**src/rtl/load_progress_sequencer.sv**
```systemverilog
// Frame-paced loading-bar sequencer: derives a per-frame tick from vpos, steps
// progress up to MAX_STEPS, holds the full bar, then handshakes done/ack.
module load_progress_sequencer #(
  parameter int unsigned MAX_STEPS       = 12,
  parameter int unsigned STEP_W          = 4,
  parameter int unsigned FRAMES_PER_STEP = 4,
  parameter int unsigned HOLD_FRAMES     = 30,
  parameter int unsigned FCNT_W          = 6,
  parameter int unsigned FRAME_LINE      = 480
) (
  input  logic              clk,
  input  logic              reset,
  input  logic [9:0]        vpos,
  input  logic              start,
  input  logic              abort,
  input  logic              done_ack,
  output logic [STEP_W-1:0] progress,
  output logic              busy,
  output logic              done,
  output logic              frame_tick
);

  localparam int unsigned VPOS_W = 10;

  typedef enum logic [1:0] {
    IDLE = 2'd0,
    LOAD = 2'd1,
    HOLD = 2'd2,
    DONE = 2'd3
  } state_e;

  state_e              state_q, state_d;
  logic [STEP_W-1:0]   progress_q, progress_d;
  logic [FCNT_W-1:0]   fcnt_q, fcnt_d;
  logic                busy_q, busy_d;
  logic                done_q, done_d;
  logic                frame_tick_q;
  logic [VPOS_W-1:0]   vpos_prev_q;
  logic                tick_c;

  // Rising into FRAME_LINE marks one frame; holding the line yields a single tick.
  assign tick_c = (vpos == VPOS_W'(FRAME_LINE)) && (vpos_prev_q != VPOS_W'(FRAME_LINE));

  always_ff @(posedge clk) begin
    if (!reset) begin
      state_q      <= IDLE;
      progress_q   <= '0;
      fcnt_q       <= '0;
      busy_q       <= 1'b0;
      done_q       <= 1'b0;
      frame_tick_q <= 1'b0;
      vpos_prev_q  <= VPOS_W'(FRAME_LINE);
    end else begin
      state_q      <= state_d;
      progress_q   <= progress_d;
      fcnt_q       <= fcnt_d;
      busy_q       <= busy_d;
      done_q       <= done_d;
      frame_tick_q <= tick_c;
      vpos_prev_q  <= vpos;
    end
  end

  // Next-state and registered-output logic; abort outranks tick in LOAD/HOLD.
  always_comb begin
    state_d    = state_q;
    progress_d = progress_q;
    fcnt_d     = fcnt_q;
    busy_d     = busy_q;
    done_d     = done_q;

    case (state_q)
      IDLE: begin
        if (start) begin
          state_d    = LOAD;
          progress_d = '0;
          fcnt_d     = '0;
          busy_d     = 1'b1;
        end
      end

      LOAD: begin
        if (abort) begin
          state_d    = IDLE;
          progress_d = '0;
          fcnt_d     = '0;
          busy_d     = 1'b0;
        end else if (tick_c) begin
          if (fcnt_q == FCNT_W'(FRAMES_PER_STEP - 1)) begin
            fcnt_d     = '0;
            progress_d = progress_q + STEP_W'(1);
            if (progress_q == STEP_W'(MAX_STEPS - 1)) begin
              state_d = HOLD;
            end
          end else begin
            fcnt_d = fcnt_q + FCNT_W'(1);
          end
        end
      end

      HOLD: begin
        if (abort) begin
          state_d    = IDLE;
          progress_d = '0;
          fcnt_d     = '0;
          busy_d     = 1'b0;
        end else if (tick_c) begin
          if (fcnt_q == FCNT_W'(HOLD_FRAMES - 1)) begin
            state_d = DONE;
            fcnt_d  = '0;
            busy_d  = 1'b0;
            done_d  = 1'b1;
          end else begin
            fcnt_d = fcnt_q + FCNT_W'(1);
          end
        end
      end

      DONE: begin
        // start is deliberately not looked at here; it must be re-presented in IDLE.
        if (done_ack) begin
          state_d    = IDLE;
          progress_d = '0;
          done_d     = 1'b0;
        end
      end

      default: begin
        state_d    = IDLE;
        progress_d = '0;
        fcnt_d     = '0;
        busy_d     = 1'b0;
        done_d     = 1'b0;
      end
    endcase
  end

  assign progress   = progress_q;
  assign busy       = busy_q;
  assign done       = done_q;
  assign frame_tick = frame_tick_q;

endmodule

```
**config.mk**
```make
export PLATFORM = sky130hd
export DESIGN_NAME = load_progress_sequencer
export DESIGN_NICKNAME = d
export VERILOG_FILES = /design/src/rtl/load_progress_sequencer.sv
export SDC_FILE = /design/constraint.sdc
export NUM_CORES = 1
export LEC_CHECK = 0
export BUFFER_PORTS_ARGS = -buffer_cell sky130_fd_sc_hd__buf_2
export CORE_ASPECT_RATIO = 0.9
export CORE_MARGIN = 1.5
export CORE_UTILIZATION = 49
export DETAILED_ROUTE_END_ITERATION = 10
export PLACE_DENSITY = 0.74
export SYNTH_ARGS = -nofsm -noshare
export SYNTH_HDL_FRONTEND = slang
export SYNTH_SLANG_ARGS = --single-unit
```
**constraint.sdc**
```tcl
create_clock -name clk -period 1.98 [get_ports clk]
set_input_delay 0.198 -clock clk [delete_from_list [all_inputs] [get_ports clk]]
set_output_delay 0.198 -clock clk [all_outputs]
set_load 0.005 [all_outputs]
```
-- Word level (Yosys, flattened, before mapping)
Index checks and enable logic that the tools add are counted.
- $add $sub $neg: 2
- eq/ne operators: 20
- mux-type cells: 36
- reductions and logical operators: 9
- operator list (operator ; number):
    $mux W6 ; 7
    $mux W4 ; 6
    $mux W2 ; 9
    $pmux W6 S3 ; 1
    $pmux W4 S4 ; 1
    $ne A3 B3 Y1 const B ; 5
    $reduce_and A5 Y1 ; 3
    $ne A2 B2 Y1 const B ; 7
    $eq A10 B9 Y1 const B ; 1
    $ne A10 B9 Y1 const B ; 1
    $mux W1 ; 9
    $pmux W2 S4 ; 1
    $reduce_and A7 Y1 ; 1
    $add A6 B1 Y6 const B ; 1
    $eq A6 B2 Y1 const B ; 1
    $eq A6 B5 Y1 const B ; 1
    $add A4 B1 Y4 const B ; 1
    $eq A2 B2 Y1 const B ; 2
    $eq A4 B4 Y1 const B ; 1
    $reduce_and A4 Y1 ; 1
    $pmux W1 S3 ; 1
    $reduce_bool A3 Y1 ; 1
    $eq A2 B1 Y1 const B ; 1
    $logic_not A2 Y1 ; 1
    other kinds (3) ; 3
- register bits: 25
- input bits: 15
- output and inout bits: 7
- logic and storage cells: 74

-- Depth between registers and ports, before layout
Gate-level depths: netlist of the first run.
- depth after elaboration: 6
- mapped depth: 7

-- Least setup slack after synthesis of the first run
OpenSTA, ideal clock, no wires.
- path type: register to register
- start point: register state_q[0]
- end point: register fcnt_q[0]
- arrival: 1.868 ns
- data required time: 1.910 ns
- path slack: 0.042 ns
- cell stages (with the launch flop): 8
- path buffers: 0
- period minus slack after synthesis: 1.938 ns
- path through: dfxtp_1 -> inv_1 -> ha_1 -> nor2b_1 -> o21ai_0 -> a21boi_1 -> or3b_1 -> a21boi_1
- longest elaborated chain between the ends: 3
- RTL lines (element ; line ; source):
    start, declared ; 32 ; state_e state_q, state_d;
    start signal, assigned ; 54 ; state_q <= state_d;
    $eq A2 B1 Y1 (tied with other cells) ; 72 ; case (state_q)
    $ne A3 B3 Y1 (no source line) (tied with other cells) ; - ;
    $reduce_and A4 Y1 (no source line) ; - ;
    end signal, assigned ; 56 ; fcnt_q <= fcnt_d;
    end, declared ; 34 ; logic [FCNT_W-1:0] fcnt_q, fcnt_d;
Parallel ways exist; a longest one is shown, timed or not.
A chain may end at the register's enable or synchronous reset.

-- Worst setup path after layout of the first run
- start point: register state_q[1]
- end point: register fcnt_q[3]
The elaborated chain is that of the path after synthesis.

==> results.json, run 1 <==
{
  "regArea_um2": 503,
  "p_total_mw": 1.09,
  "synthCells": 152,
  "antennaDiodeCount": 0,
  "via_count": 1227,
  "rsz0062_at_grt": "yes",
  "row_count": 17,
  "gp_congestion": 0.857,
  "path_cells": "inv_1, ha_2, nor2b_2, o41ai_2, a21boi_1, buf_4, nand2b_4, o32ai_1",
  "synthArstFlopShare_pct": 0,
  "finalHoldViolations": 0,
  "grt_usage_pct": 20.4,
  "ys_ff_latch": 25,
  "yosys.area_share.xor_xnor_pct": 0,
  "min_period_ns": 1.91,
  "core-area_um2": 2530,
  "endpoint_kind": "flip-flop",
  "numPortBuffers": 21,
  "syn_area_per_cell_um2": 8.92,
  "start_util_pct": 53.6,
  "synth_common_cells": "dfxtp_1 (25), nand2_1 (13), nand2b_1 (12)",
  "synth_compound_area_share_pct": 18.8,
  "max_freq_ghz": 0.524,
  "drc_errors": 0,
  "overflow": 0,
  "tightest_slew_ns": 0.459,
  "yosysWarnings": 0,
  "critPathMaxFanout": 5,
  "antenna_found_initial": 0,
  "slew_violations": 0,
  "power_density_nw_per_um2": 671,
  "place_area_um2": 1550,
  "synth_top_family_by_area": "simple AND/OR/NAND/NOR gates",
  "root_buffer": "clkbuf_4",
  "grt_pass1_wl_um": 4710,
  "crit_slowest_cell": "dfxtp_2",
  "post-synth-top-area-fraction_pct": 36.9,
  "cts_tree": "built",
  "hold_ws_ns": 0.0597,
  "yosysSeqAreaShare_pct": 36.9,
  "start_kind": "flip-flop",
  "drive_gt1_share_pct": 30.3,
  "hold_class": "input pin to flip-flop",
  "synth_fa_ha_area_share_pct": 8.30,
  "synth-simple-area-share_pct": 32.5,
  "fillCellCount": 211,
  "irDropWorstVdd_uv": 563,
  "arrival_ns": 2.14,
  "cts_buffers": 3,
  "outcome": "finished, final reports clean",
  "viasPerCell": 5.76,
  "ios": 22,
  "slew_headroom_pct": 69.4,
  "synth_edf_count": 0,
  "place_hpwl_um": 2220,
  "drv_cap": 0,
  "clock_latency_ns": 0.32,
  "cp_num_buf_inv": 2,
  "fin_skew_ns": 0.00217,
  "yosysTopAreaCell": "dfxtp_1",
  "cp_slowest_stage_delay_ns": 0.37,
  "syn-cell-area_um2": 1360,
  "fin_tns_setup_ns": 0,
  "crit_required_ns": 2.22,
  "setup_viol": 0,
  "grt_max_degree": 30,
  "synth_cell_types": 45,
  "clock_path_buffers": 2,
  "p_leak_nw": 0.676,
  "htreeDepth": 1,
  "post_drt_wl_per_cell_um": 14.1,
  "ant_nets": 0,
  "synth_area_leaders": "dfxtp_1 (37%), ha_1 (8.3%), nand2b_1 (5.5%)",
  "cts.sinks": 25,
  "cts.clk_slew.worst_paths_ns": 0.14,
  "dieArea_um2": 3090,
  "firstDrtPassIters": 4,
  "critPathKind": "flip-flop to flip-flop",
  "final_nets": 210,
  "first_global_vias": 1060,
  "die_h_um": 52.9,
  "min_period_over_period_pct": 96.3,
  "wirelength_um": 3010,
  "synthFlopType": "dfxtp_1",
  "area_growth_pct": 19.6,
  "multi_input_area_um2": 845,
  "cts_hold_buf": 0,
  "fp.dieW_um": 58.5,
  "cpLargestDelayFamily": "compound AO/OA/AOI/OAI gates",
  "drt_iter0_markers": 53,
  "yosys.cell_count.top_type": "dfxtp_1",
  "fin_area_um2": 1620,
  "synthMuxAreaShare_pct": 0.738,
  "syn-num-nets": 176
}
-- through the flow --
step	std cells	setup slack [ns]	utilization, %
after floorplan	152	0.0417	-
after global placement	207	0.0549	61.3
after detailed placement	207	-0.0361	61.3
after CTS	211	0.0362	63.1
after global routing	213	-0.0322	64.1
final	213	0.0731	64.1
-- logic make-up after synthesis --
| logic type | Yosys count |
|---|---|
| buffers and inverters | 10 |
| and+or+nand+nor | 70 |
| DFF | 25 |
| adders and majority gates | 9 |
| AOI/OAI and AO/OA | 37 |
| muxes | 1 |
-- cells in the final DEF (no fill, tap or decap), types with 3 or more instances in the layout --
master / netlist / final
o32ai_1: 3 / 3
nor2b_1: 5 / 3
inv_1: 7 / 7
nand3_1: 4 / 4
dfxtp_1: 25 / 23
buf_4: 0 / 11
ha_1: 9 / 7
nand4_1: 3 / 3
a21oi_1: 7 / 6
nand2_1: 13 / 13
nand2b_1: 12 / 12
nor4_1: 3 / 3
o21ai_0: 8 / 8
buf_2: 0 / 21
and2_1: 5 / 5
clkbuf_4: 0 / 3
nand4b_1: 3 / 3
nor2_1: 3 / 3
a21boi_1: 3 / 3
-- state kept, by name (all words and copies together) (netlist names) --
| register | flops |
|---|---|
| fcnt_q | 6 |
| vpos_prev_q | 10 |
| state_q | 2 |
| frame_tick | 1 |
| done | 1 |
| busy | 1 |
| progress | 4 |
-- timing repair --
action                                  CTS  global route
setup buffers                             0             2
endpoints found under the setup margin    5             9
endpoints found under the hold margin     0             0
gates resized for setup                   4             5
pin swaps                                 0             2
-- where the power goes --
group	internal, mW	leakage [nW]	switching [mW]
registers	0.532	0.206	0.0205
logic	0.145	0.455	0.157
clock network	0.0790	0.0150	0.155
-- cell type report --
cell class / instances / share of cell area [%]
sequential: 25 / 31.0
multi-input combinational: 117 / 52.0
tap: 28 / 2.16
clock buffer: 4 / 1.62
inverter: 7 / 1.62
timing repair buffer: 32 / 11.6
-- routing by layer --
layer  vias up  track usage, %  wire length [um]
met5         -               0                 0
met4         0            6.59                37
met3         6            4.65               112
met2        24            32.0              1420
met1       576            27.6              1430
li1        621               -                 -
-- final timing paths --
path	depth (start not counted)	from	to	slack, ns
max	8	state_q[1]	fcnt_q[3]	0.07
max reg2reg	8	state_q[1]	fcnt_q[3]	0.07
min	2	vpos[5]	vpos_prev_q[5]	0.06
min reg2reg	2	done	done	0.48
Note: power is estimated with default switching activity, not from simulation.
==> inputs of run 2 (changes only) <==
--- a/config.mk
+++ b/config.mk
@@ -5,12 +5,13 @@
 export SDC_FILE = /design/constraint.sdc
 export NUM_CORES = 1
 export LEC_CHECK = 0
+export ABC_AREA = 1
 export BUFFER_PORTS_ARGS = -buffer_cell sky130_fd_sc_hd__buf_2
 export CORE_ASPECT_RATIO = 0.9
 export CORE_MARGIN = 1.5
 export CORE_UTILIZATION = 49
 export DETAILED_ROUTE_END_ITERATION = 10
-export PLACE_DENSITY = 0.74
+export PLACE_DENSITY = 0.79
 export SYNTH_ARGS = -nofsm -noshare
 export SYNTH_HDL_FRONTEND = slang
 export SYNTH_SLANG_ARGS = --single-unit
==> results.json, run 2 <==
{
  "yosysWarnings": 0,
  "final_nets": 246,
  "power_density_nw_per_um2": 766,
  "multi_input_area_um2": 699,
  "viasPerCell": 4.75,
  "antenna_found_initial": 0,
  "min_period_over_period_pct": 88.9,
  "grt_usage_pct": 18.2,
  "finalHoldViolations": 0,
  "setup_ws_ns": 0.219,
  "synth_common_cells": "nand2_1 (57), inv_1 (31), nor2_1 (29)",
  "row_count": 17,
  "yosys.cell_count.top_type": "nand2_1",
  "dieArea_um2": 3070,
  "start_kind": "flip-flop",
  "drv_cap": 0,
  "fin_area_um2": 1510,
  "via_count": 1182,
  "post_drt_wl_per_cell_um": 9.83,
  "setup_viol": 0,
  "cp_num_buf_inv": 3,
  "first_global_vias": 1020,
  "drc_errors": 3,
  "cts_setup_buffers": 0,
  "htreeDepth": 1,
  "overflow": 0,
  "cts_tree": "built",
  "wirelength_um": 2450,
  "cts_buffers": 3,
  "clock_path_buffers": 2,
  "post-synth-top-area-fraction_pct": 37.2,
  "p_leak_nw": 0.782,
  "synth_cell_types": 22,
  "p_total_mw": 1.15,
  "cts.clk_slew.worst_paths_ns": 0.13,
  "irDropWorstVdd_uv": 571,
  "cts.sinks": 25,
  "tightest_slew_ns": 0.328,
  "crit_slowest_cell": "dfxtp_1",
  "pwr-share-seq_pct": 50.8,
  "swShare_pct": 33.6,
  "root_buffer": "clkbuf_4",
  "place_hpwl_um": 1890,
  "max_freq_ghz": 0.568,
  "cts_hold_buf": 0,
  "synth_edf_count": 0,
  "synthFlopType": "dfxtp_1",
  "area_growth_pct": 12.1,
  "arrival_ns": 2.01,
  "fin_skew_ns": 0.00816,
  "firstDrtPassIters": 8,
  "clock_latency_ns": 0.31,
  "grt_max_degree": 16,
  "regArea_um2": 500,
  "ys_ff_latch": 25,
  "critPathMaxFanout": 14,
  "p_sw_mw": 0.388,
  "reg2reg_setup_slack_ns": 0.22,
  "yosysSeqAreaShare_pct": 37.2,
  "crit_required_ns": 2.23,
  "cts_resized": 0,
  "final_cell_mix": "nand2_1 (57), inv_1 (31), nor2_1 (29)",
  "core-area_um2": 2530,
  "slew_headroom_pct": 78.1,
  "failed_checks": "design-rule violations",
  "mostFrequentLayoutCell": "nand2_1",
  "cp_common_cell": "inv_1",
  "min_period_ns": 1.76,
  "synth_area_leaders": "dfxtp_1 (37%), nand2_1 (16%), inv_1 (8.7%)",
  "power_frac_clock_pct": 19.1,
  "pre_cts_slack_ns": 0.285,
  "cpLargestDelayFamily": "simple AND/OR/NAND/NOR gates",
  "synthArstFlopShare_pct": 0,
  "ios": 22,
  "outcome": "finished with violations",
  "drt_iter0_markers": 29,
  "place_area_um2": 1480,
  "start_util_pct": 53.1,
  "synthCells": 198,
  "hold_class": "input pin to flip-flop",
  "syn-num-nets": 222,
  "drive_gt1_share_pct": 16.3,
  "p_comb_share_pct": 30.1,
  "critPathKind": "flip-flop to flip-flop",
  "power.internal_mw": 0.766,
  "endpoint_kind": "flip-flop",
  "path_cells": "inv_1, ha_1, inv_1, nor2_1, nor2_1, inv_1, nand2_4, nand3_1, nand2_1, a21oi_1",
  "fin_tns_setup_ns": 0,
  "top_register": "vpos_prev_q",
  "syn-cell-area_um2": 1340,
  "fp.dieW_um": 58.2,
  "rsz0062_at_grt": "no",
  "numPortBuffers": 21,
  "yosysTopAreaCell": "dfxtp_1",
  "grt_pass1_wl_um": 4290,
  "largest_reg_flops": 10,
  "antennaDiodeCount": 0,
  "cp_slowest_stage_delay_ns": 0.37,
  "die_h_um": 52.7,
  "ant_nets": 0,
  "slew_violations": 0,
  "gp_congestion": 0.794,
  "fillCellCount": 249,
  "hold_ws_ns": 0.0536,
  "syn_area_per_cell_um2": 6.79
}
==> run 2: changes by cell type after synthesis, moves of 5 or more <==
cell,delta
o21ai_0,-6
and2_1,-5
nor2_1,+26
nor2b_1,-5
inv_1,+24
nand3_1,+7
nand2b_1,-12
nand2_1,+44
==> run 2: layout make-up <==
type / instances / area share [%]
multi-input cells: 138 / 46.4
flip-flops and latches: 25 / 33.2
repair buffers: 22 / 8.31
inverters: 32 / 7.97
well taps: 28 / 2.33
clock buffers: 4 / 1.74
==> run 2: final timing paths <==
kind,start,endpoint,depth (start not counted)
setup reg to reg,state_q[0],fcnt_q[0],10
hold reg to reg,done,done,2
hold / removal,vpos[5],vpos_prev_q[5],3
setup / recovery,state_q[0],fcnt_q[0],10
==> run 2: through the flow <==
step | cells | util (%)
floorplan | 198 | -
global placement | 245 | 58.5
detailed placement | 245 | 58.5
CTS | 249 | 59.5
global route | 249 | 59.5
finish | 249 | 59.5
==> run 2: cells by family (layout without fill, tap and decap cells) <==
| kind of cell | Yosys count | after routing | share of synthesized area [%] |
|---|---|---|---|
| AND/OR/NAND/NOR | 118 | 118 | 39.0 |
| buffers and inverters | 35 | 58 | 10.7 |
| flip-flops | 25 | 25 | 37.2 |
| adder cells (fa/ha/maj) | 9 | 9 | 8.38 |
| AO/OA/AOI/OAI | 9 | 9 | 3.35 |
| XOR/XNOR | 2 | 2 | 1.30 |
==> run 2: metal layers <==
layer	up-vias	part of all wire [%]	global-route usage (%)
li1	653	-	-
met1	505	54	25.9
met2	22	40	27.3
met3	2	4.9	4.44
met4	0	0.82	4.65
met5	-	0	0
==> run 2: power by group through the flow <==
stage / Clock (mW) / Combinational, mW / Sequential, mW
finish: 0.221 / 0.347 / 0.586
global route: 0.254 / 0.397 / 0.593
CTS: 0.230 / 0.347 / 0.586
detailed placement: 0 / 0.344 / 0.598
global placement: 0 / 0.340 / 0.597
floorplan: 0 / 0.252 / 0.593
==> run 2: worst register-to-register path, stage by stage (launching register included) <==
cell     delay [ns]
dfxtp_1        0.37
inv_1          0.13
ha_1           0.16
inv_1          0.05
nor2_1         0.27
nor2_1         0.12
inv_1          0.11
nand2_4        0.12
nand3_1        0.09
nand2_1        0.13
a21oi_1        0.15
